**config.mk**
```make
export PLATFORM = sky130hd
export DESIGN_NAME = tumbler_draw_sequencer
export DESIGN_NICKNAME = d
export VERILOG_FILES = /design/src/rtl/tumbler_draw_sequencer_pkg.sv /design/src/rtl/tumbler_draw_sequencer_seq_delay_counter.sv /design/src/rtl/tumbler_draw_sequencer.sv
export SDC_FILE = /design/constraint.sdc
export NUM_CORES = 1
export LEC_CHECK = 0
export ABC_AREA = 1
export ABC_CLOCK_PERIOD_IN_PS = 4900
export BUFFER_PORTS_ARGS = -buffer_cell sky130_fd_sc_hd__buf_2
export CAP_MARGIN = 10
export CORE_ASPECT_RATIO = 0.5
export CORE_MARGIN = 5
export CORE_UTILIZATION = 55
export CTS_BUF_LIST = sky130_fd_sc_hd__clkbuf_8
export CTS_CLUSTER_DIAMETER = 100
export DETAILED_ROUTE_END_ITERATION = 6
export PLACE_DENSITY = 0.79
export SETUP_SLACK_MARGIN = 0.3
export SLEW_MARGIN = 20
export SYNTH_ARGS = -nofsm -noshare
export SYNTH_HDL_FRONTEND = slang
export SYNTH_SLANG_ARGS = --single-unit
```
**constraint.sdc**
```tcl
create_clock -name clock -period 4.9 [get_ports clock]
set_clock_uncertainty 0.1 [all_clocks]
set_input_delay 0.735 -clock clock [delete_from_list [all_inputs] [get_ports clock]]
set_output_delay 0.735 -clock clock [all_outputs]
set_load 0.05 [all_outputs]
```
**src/rtl/tumbler_draw_sequencer_pkg.sv**
```systemverilog
// rtl/tumbler_draw_sequencer_pkg.sv - shared state encoding, colours and sizing helper
`timescale 1ns/1ps
package tumbler_draw_sequencer_pkg;

    typedef enum logic [1:0] {
        ST_IDLE   = 2'd0,
        ST_LOAD   = 2'd1,
        ST_PRESS  = 2'd2,
        ST_SETTLE = 2'd3
    } state_e;

    localparam logic [2:0] COL_SOLVED = 3'b010;
    localparam logic [2:0] COL_SEL    = 3'b110;
    localparam logic [2:0] COL_NORM   = 3'b111;

    // Wide enough to hold the larger of the two delays without wrapping.
    function automatic int cnt_width(input int press, input int settle);
        int m;
        m = (press > settle) ? press : settle;
        return ($clog2(m + 1) > 1) ? $clog2(m + 1) : 1;
    endfunction

endpackage

```
**src/rtl/tumbler_draw_sequencer_seq_delay_counter.sv**
```systemverilog
// rtl/tumbler_draw_sequencer_seq_delay_counter.sv - loadable count-down timer with zero flag
`timescale 1ns/1ps
module seq_delay_counter #(
    parameter int WIDTH = 11
) (
    input  logic             clock,
    input  logic             resetn,
    input  logic             load,
    input  logic [WIDTH-1:0] load_val,
    output logic             zero
);

    logic [WIDTH-1:0] cnt_q, cnt_d;

    always_comb begin
        cnt_d = cnt_q;
        if (load) begin
            cnt_d = load_val;
        end else if (cnt_q != '0) begin
            cnt_d = cnt_q - WIDTH'(1);
        end
    end

    always_ff @(posedge clock or negedge resetn) begin
        if (!resetn) begin
            cnt_q <= '0;
        end else begin
            cnt_q <= cnt_d;
        end
    end

    assign zero = (cnt_q == '0);

endmodule

```
**src/rtl/tumbler_draw_sequencer.sv**
```systemverilog
// rtl/tumbler_draw_sequencer.sv - sequences one square draw per tumbler through the draw stage
`timescale 1ns/1ps
module tumbler_draw_sequencer
    import tumbler_draw_sequencer_pkg::*;
#(
    parameter int NUM_T      = 4,
    parameter int X_BASE     = 40,
    parameter int X_PITCH    = 16,
    parameter int Y_BASE     = 40,
    parameter int Y_STEP     = 4,
    parameter int PRESS_CYC  = 4,
    parameter int SETTLE_CYC = 1100
) (
    input  logic               clock,
    input  logic               resetn,
    input  logic               update,
    input  logic [3*NUM_T-1:0] heights,
    input  logic [NUM_T-1:0]   pinned,
    input  logic [1:0]         sel,
    input  logic               solved,
    output logic [7:0]         x_out,
    output logic [7:0]         y_out,
    output logic [2:0]         colour_out,
    output logic               draw_n,
    output logic               draw_full,
    output logic               busy,
    output logic               frame_done
);

    localparam int CW = cnt_width(PRESS_CYC, SETTLE_CYC);
    localparam int IW = (NUM_T > 1) ? $clog2(NUM_T) : 1;

    state_e             state_q, state_d;
    logic [IW-1:0]      idx_q, idx_d;
    logic               pending_q, pending_d;
    logic [3*NUM_T-1:0] heights_s_q, heights_s_d;
    logic [NUM_T-1:0]   pinned_s_q, pinned_s_d;
    logic [1:0]         sel_s_q, sel_s_d;
    logic               solved_s_q, solved_s_d;
    logic [7:0]         x_q, x_d, y_q, y_d;
    logic [2:0]         colour_q, colour_d;
    logic               draw_full_q, draw_full_d;
    logic               draw_n_q, draw_n_d;
    logic               frame_done_q, frame_done_d;

    logic               cnt_load;
    logic [CW-1:0]      cnt_val;
    logic               cnt_zero;
    logic               snap;
    logic [2:0]         hgt;

    seq_delay_counter #(.WIDTH(CW)) u_delay (
        .clock    (clock),
        .resetn   (resetn),
        .load     (cnt_load),
        .load_val (cnt_val),
        .zero     (cnt_zero)
    );

    always_comb begin
        state_d      = state_q;
        idx_d        = idx_q;
        pending_d    = pending_q;
        heights_s_d  = heights_s_q;
        pinned_s_d   = pinned_s_q;
        sel_s_d      = sel_s_q;
        solved_s_d   = solved_s_q;
        x_d          = x_q;
        y_d          = y_q;
        colour_d     = colour_q;
        draw_full_d  = draw_full_q;
        draw_n_d     = draw_n_q;
        frame_done_d = 1'b0;
        cnt_load     = 1'b0;
        cnt_val      = '0;
        snap         = 1'b0;
        hgt          = heights_s_q[3*int'(idx_q) +: 3];

        // Any request while a frame is running collapses into one pending redraw.
        if (update && state_q != ST_IDLE) begin
            pending_d = 1'b1;
        end

        case (state_q)
            ST_IDLE: begin
                if (update) begin
                    snap    = 1'b1;
                    idx_d   = '0;
                    state_d = ST_LOAD;
                end
            end
            ST_LOAD: begin
                x_d = 8'(X_BASE + int'(idx_q) * X_PITCH);
                y_d = 8'(Y_BASE + (7 - int'(hgt)) * Y_STEP);
                if (solved_s_q) begin
                    colour_d = COL_SOLVED;
                end else if (int'(idx_q) == int'(sel_s_q)) begin
                    colour_d = COL_SEL;
                end else begin
                    colour_d = COL_NORM;
                end
                draw_full_d = pinned_s_q[idx_q];
                cnt_load    = 1'b1;
                cnt_val     = CW'(PRESS_CYC - 1);
                draw_n_d    = 1'b0;
                state_d     = ST_PRESS;
            end
            ST_PRESS: begin
                if (cnt_zero) begin
                    draw_n_d = 1'b1;
                    cnt_load = 1'b1;
                    cnt_val  = CW'(SETTLE_CYC - 1);
                    state_d  = ST_SETTLE;
                end
            end
            ST_SETTLE: begin
                if (cnt_zero) begin
                    if (int'(idx_q) < NUM_T - 1) begin
                        idx_d   = idx_q + IW'(1);
                        state_d = ST_LOAD;
                    end else begin
                        frame_done_d = 1'b1;
                        // A request landing on the final cycle counts as pending too.
                        if (pending_q || update) begin
                            pending_d = 1'b0;
                            snap      = 1'b1;
                            idx_d     = '0;
                            state_d   = ST_LOAD;
                        end else begin
                            state_d = ST_IDLE;
                        end
                    end
                end
            end
            default: begin
                state_d = ST_IDLE;
            end
        endcase

        if (snap) begin
            heights_s_d = heights;
            pinned_s_d  = pinned;
            sel_s_d     = sel;
            solved_s_d  = solved;
        end
    end

    always_ff @(posedge clock or negedge resetn) begin
        if (!resetn) begin
            state_q      <= ST_IDLE;
            idx_q        <= '0;
            pending_q    <= 1'b0;
            heights_s_q  <= '0;
            pinned_s_q   <= '0;
            sel_s_q      <= '0;
            solved_s_q   <= 1'b0;
            x_q          <= '0;
            y_q          <= '0;
            colour_q     <= '0;
            draw_full_q  <= 1'b0;
            draw_n_q     <= 1'b1;
            frame_done_q <= 1'b0;
        end else begin
            state_q      <= state_d;
            idx_q        <= idx_d;
            pending_q    <= pending_d;
            heights_s_q  <= heights_s_d;
            pinned_s_q   <= pinned_s_d;
            sel_s_q      <= sel_s_d;
            solved_s_q   <= solved_s_d;
            x_q          <= x_d;
            y_q          <= y_d;
            colour_q     <= colour_d;
            draw_full_q  <= draw_full_d;
            draw_n_q     <= draw_n_d;
            frame_done_q <= frame_done_d;
        end
    end

    assign x_out      = x_q;
    assign y_out      = y_q;
    assign colour_out = colour_q;
    assign draw_full  = draw_full_q;
    assign draw_n     = draw_n_q;
    assign frame_done = frame_done_q;
    assign busy       = (state_q != ST_IDLE);

endmodule

```
==> metrics.log <==
[metrics] run status: finished, final reports clean
[metrics] Row Count: 17
[metrics] initial antenna violation count: 0
[metrics] Max Cap Viol: 0
[metrics] least setup slack across all paths after layout: 2.64 ns
[metrics] drc violations: 0
[metrics] critical register-to-register path startpoint: u_delay.cnt_q[0]
[metrics] Synth top area share: 0.466
[metrics] cells after synthesis: 308
[metrics] height of the die: 58.4 um
[metrics] type of the worst setup path: reg -> out
[metrics] final worst hold slack: 0.336 ns
[metrics] total overflow reported by the global router: 0
[metrics] pin slew with the least headroom to its limit: 0.614 ns
[metrics] area of the core: 4470 um2
[metrics] count of vias placed by the detailed router: 2030
[metrics] average wire length per cell after detail routing: 12.5 um
[metrics] quantity of hold-fixing buffers added after cts: 0
[metrics] top-level port count: 45
[metrics] post-synth cell types: 31
[metrics] RePlAce Congestion: 0.894
[metrics] cells traversed along the worst timing path: inv_1 > ha_1 > inv_1 > buf_2
[metrics] mean number of vias per cell: 5.08
[metrics] worst rel slew slack: 0.591
[metrics] Worst path most repeated cell: sky130_fd_sc_hd__inv_1
[metrics] later-pin clock latency in the skew report: 0.30 ns
[metrics] total length of routed met3 wires: 238 um
[metrics] cell with the biggest individual delay on the critical path: sky130_fd_sc_hd__dfrtp_1
[metrics] ratio of cells with drive above 1 in the final layout: 0.192
[metrics] worst setup path start: state_q[0]
[metrics] RSZ-0062 raised after global routing: false
[metrics] H-Tree Depth: 2
[metrics] number of sinks handled by clock tree synthesis: 49
[metrics] number of port buffers: 37
[metrics] antenna diode count: 0
[metrics] nets: 372
[metrics] endpoint arrival time on the critical path: 1.42 ns
[metrics] Area contributors post-synth: sky130_fd_sc_hd__dfrtp_1, sky130_fd_sc_hd__nand2_1, sky130_fd_sc_hd__nand3_1
[metrics] DRT iter0 DRCs: 56
[metrics] largest net degree at the start of global routing: 50
[metrics] Reg clk slew, reported paths: 0.09 ns
[metrics] area added between synthesis and finish: 9.37%
[metrics] Crit Path Max Fanout: 4
[metrics] DRT antenna net count: 0
[metrics] overall power consumption: 1960 uW
[metrics] Detail Placement HPWL: 3.74 mm
[metrics] Post-Synthesis Mean Instance Area: 8.37 um2
[metrics] Yosys warning count: 0
[metrics] most frequent standard cell in the layout excluding fill and tap cells: sky130_fd_sc_hd__nand2_1
[metrics] final worst path period need: 2.26 ns
[metrics] Data required, critical path: 4.07 ns
[metrics] cell taking the most area after synthesis: sky130_fd_sc_hd__dfrtp_1
[metrics] Min-Delay Path Class: in -> async
[metrics] die area: 6240 um2
[metrics] Setup crit end kind: primary output
[metrics] kind of launch point of the worst setup path: flop
[metrics] sum of routed wire segments on met1: 2.27 mm
[metrics] overall routed net length: 5.01 mm
[metrics] Final Max Slew Viols: 0
[metrics] final setup fails: 0
[metrics] starting utilization of the core area: 0.577
[metrics] combined global-route utilization of all metal layers: 0.173
[metrics] period utilisation layout: 0.461
[metrics] number of buffers added for setup after CTS: 0
[metrics] maximum frequency from static timing analysis: 443 MHz
[metrics] commonest non-fill, non-tap cells in the layout: sky130_fd_sc_hd__nand2_1, sky130_fd_sc_hd__dfrtp_1, sky130_fd_sc_hd__buf_2, sky130_fd_sc_hd__nor2_1, sky130_fd_sc_hd__nand3_1
[metrics] number of optimization iterations in the first detailed-route pass: 5
[metrics] CTS root buffer: sky130_fd_sc_hd__clkbuf_8
[metrics] clock tree from TritonCTS: done
[metrics] PD cells: 694 nW/um2
[metrics] maximum VDD drop: 0.000260 V
[metrics] wire length of the first global-routing pass: 8.57 mm
[metrics] met2 wirelength from detailed routing: 2.45 mm
[metrics] number of CTS-inserted buffers: 5
[metrics] deepest clock path buffer count: 2
[metrics] Yosys reg bits: 49
[metrics] number of global-route vias before repair: 1922
[metrics] number of hold violations in the final report: 0
[metrics] placement-stage worst setup slack: 2.94 ns
[metrics] Die Span X: 107 um
[metrics] sum of negative setup slack: 0 ns
[metrics] uppermost layer routed: met4
[metrics] Seq/Total Area, Yosys: 0.476
[metrics] Syn Std Cell Area: 2580 um2
[metrics] cell leakage power: 0.00153 uW
[metrics] number of instances resized during post-cts repair: 0
[metrics] Slowest Stage Delay on Critical Path: 0.41 ns
-- through the flow --
step                std cells   util  instance area, um2
detailed placement        392  0.608                2720
floorplan                 314      -                2600
finish                    400  0.631                2820
CTS                       400  0.631                2820
global route              400  0.631                2820
global placement          392  0.608                2720
-- sequential cells by signal, indices dropped and copies added (netlist names), 2 cells and up --
signal and flops:
u_delay.cnt_q 11, sel_s_q 2, y_out 5, pinned_s_q 4
heights_s_q 12, colour_out 3, x_out 3, idx_q 2
state_q 2
-- worst max-delay path: cells and delay by family, from the launching register on --
family | cells | cell delay, ns
buf+inv | 3 | 0.47
fa+ha+maj | 1 | 0.24
flops | 1 | 0.41
-- layer usage --
metal / vias to the layer above / GRT usage
met5: - / 0
met2: 44 / 0.307
met4: 0 / 0.0601
met1: 945 / 0.213
met3: 5 / 0.0383
li1: 1036 / -
-- path summary, 6_finish.rpt --
| check | end | slack, ns | cells after the start |
|---|---|---|---|
| max in group asynchronous | heights_s_q[8] | 3.96 | 1 |
| min | state_q[1] | 0.34 | 1 |
| max | busy | 2.64 | 4 |
| min reg2reg | pinned_s_q[1] | 0.38 | 2 |
| min in group clock | pinned_s_q[1] | 0.38 | 2 |
| max reg2reg | pinned_s_q[2] | 2.94 | 11 |
-- report_power, final --
part | leakage [uW] | switching [uW] | internal (uW)
logic | 0.000873 | 697 | 301
clock network | 0.0000518 | 144 | 117
registers | 0.000605 | 123 | 575
-- layout make-up --
class,count,area [um2]
well taps,57,71.3
fillers,392,1650
clock inverters,2,17.5
repair buffers,38,195
multi-input cells,224,1130
inverters,24,90.1
clock buffers,6,82.6
flip-flops and latches,49,1230
-- synth_stat cells (all sizes together) --
cell / n
nand2: 104
dfrtp: 48
nor2: 33
nand3: 32
inv: 24
o21ai: 15
buf: 11
ha: 8
a21oi: 7
clkbuf: 6
xor2: 4
a31oi: 3
or2: 3
a32o: 2
nand4: 2
nor3: 2
conb: 1
dfstp: 1
o211ai: 1
o21a: 1
-- kinds of logic (layout without fill, tap and decap cells) --
| family | Yosys count | in the layout | synth area share |
|---|---|---|---|
| simple gates | 176 | 176 | 0.314 |
| flops | 49 | 49 | 0.476 |
| buf+inv | 41 | 70 | 0.0922 |
| compound gates | 29 | 29 | 0.0636 |
| fa+ha+maj | 8 | 8 | 0.0388 |
| xor+xnor | 4 | 4 | 0.0136 |
| other cells | 1 | 7 | 0.00145 |
No activity file was read; power rests on OpenSTA's default activity.
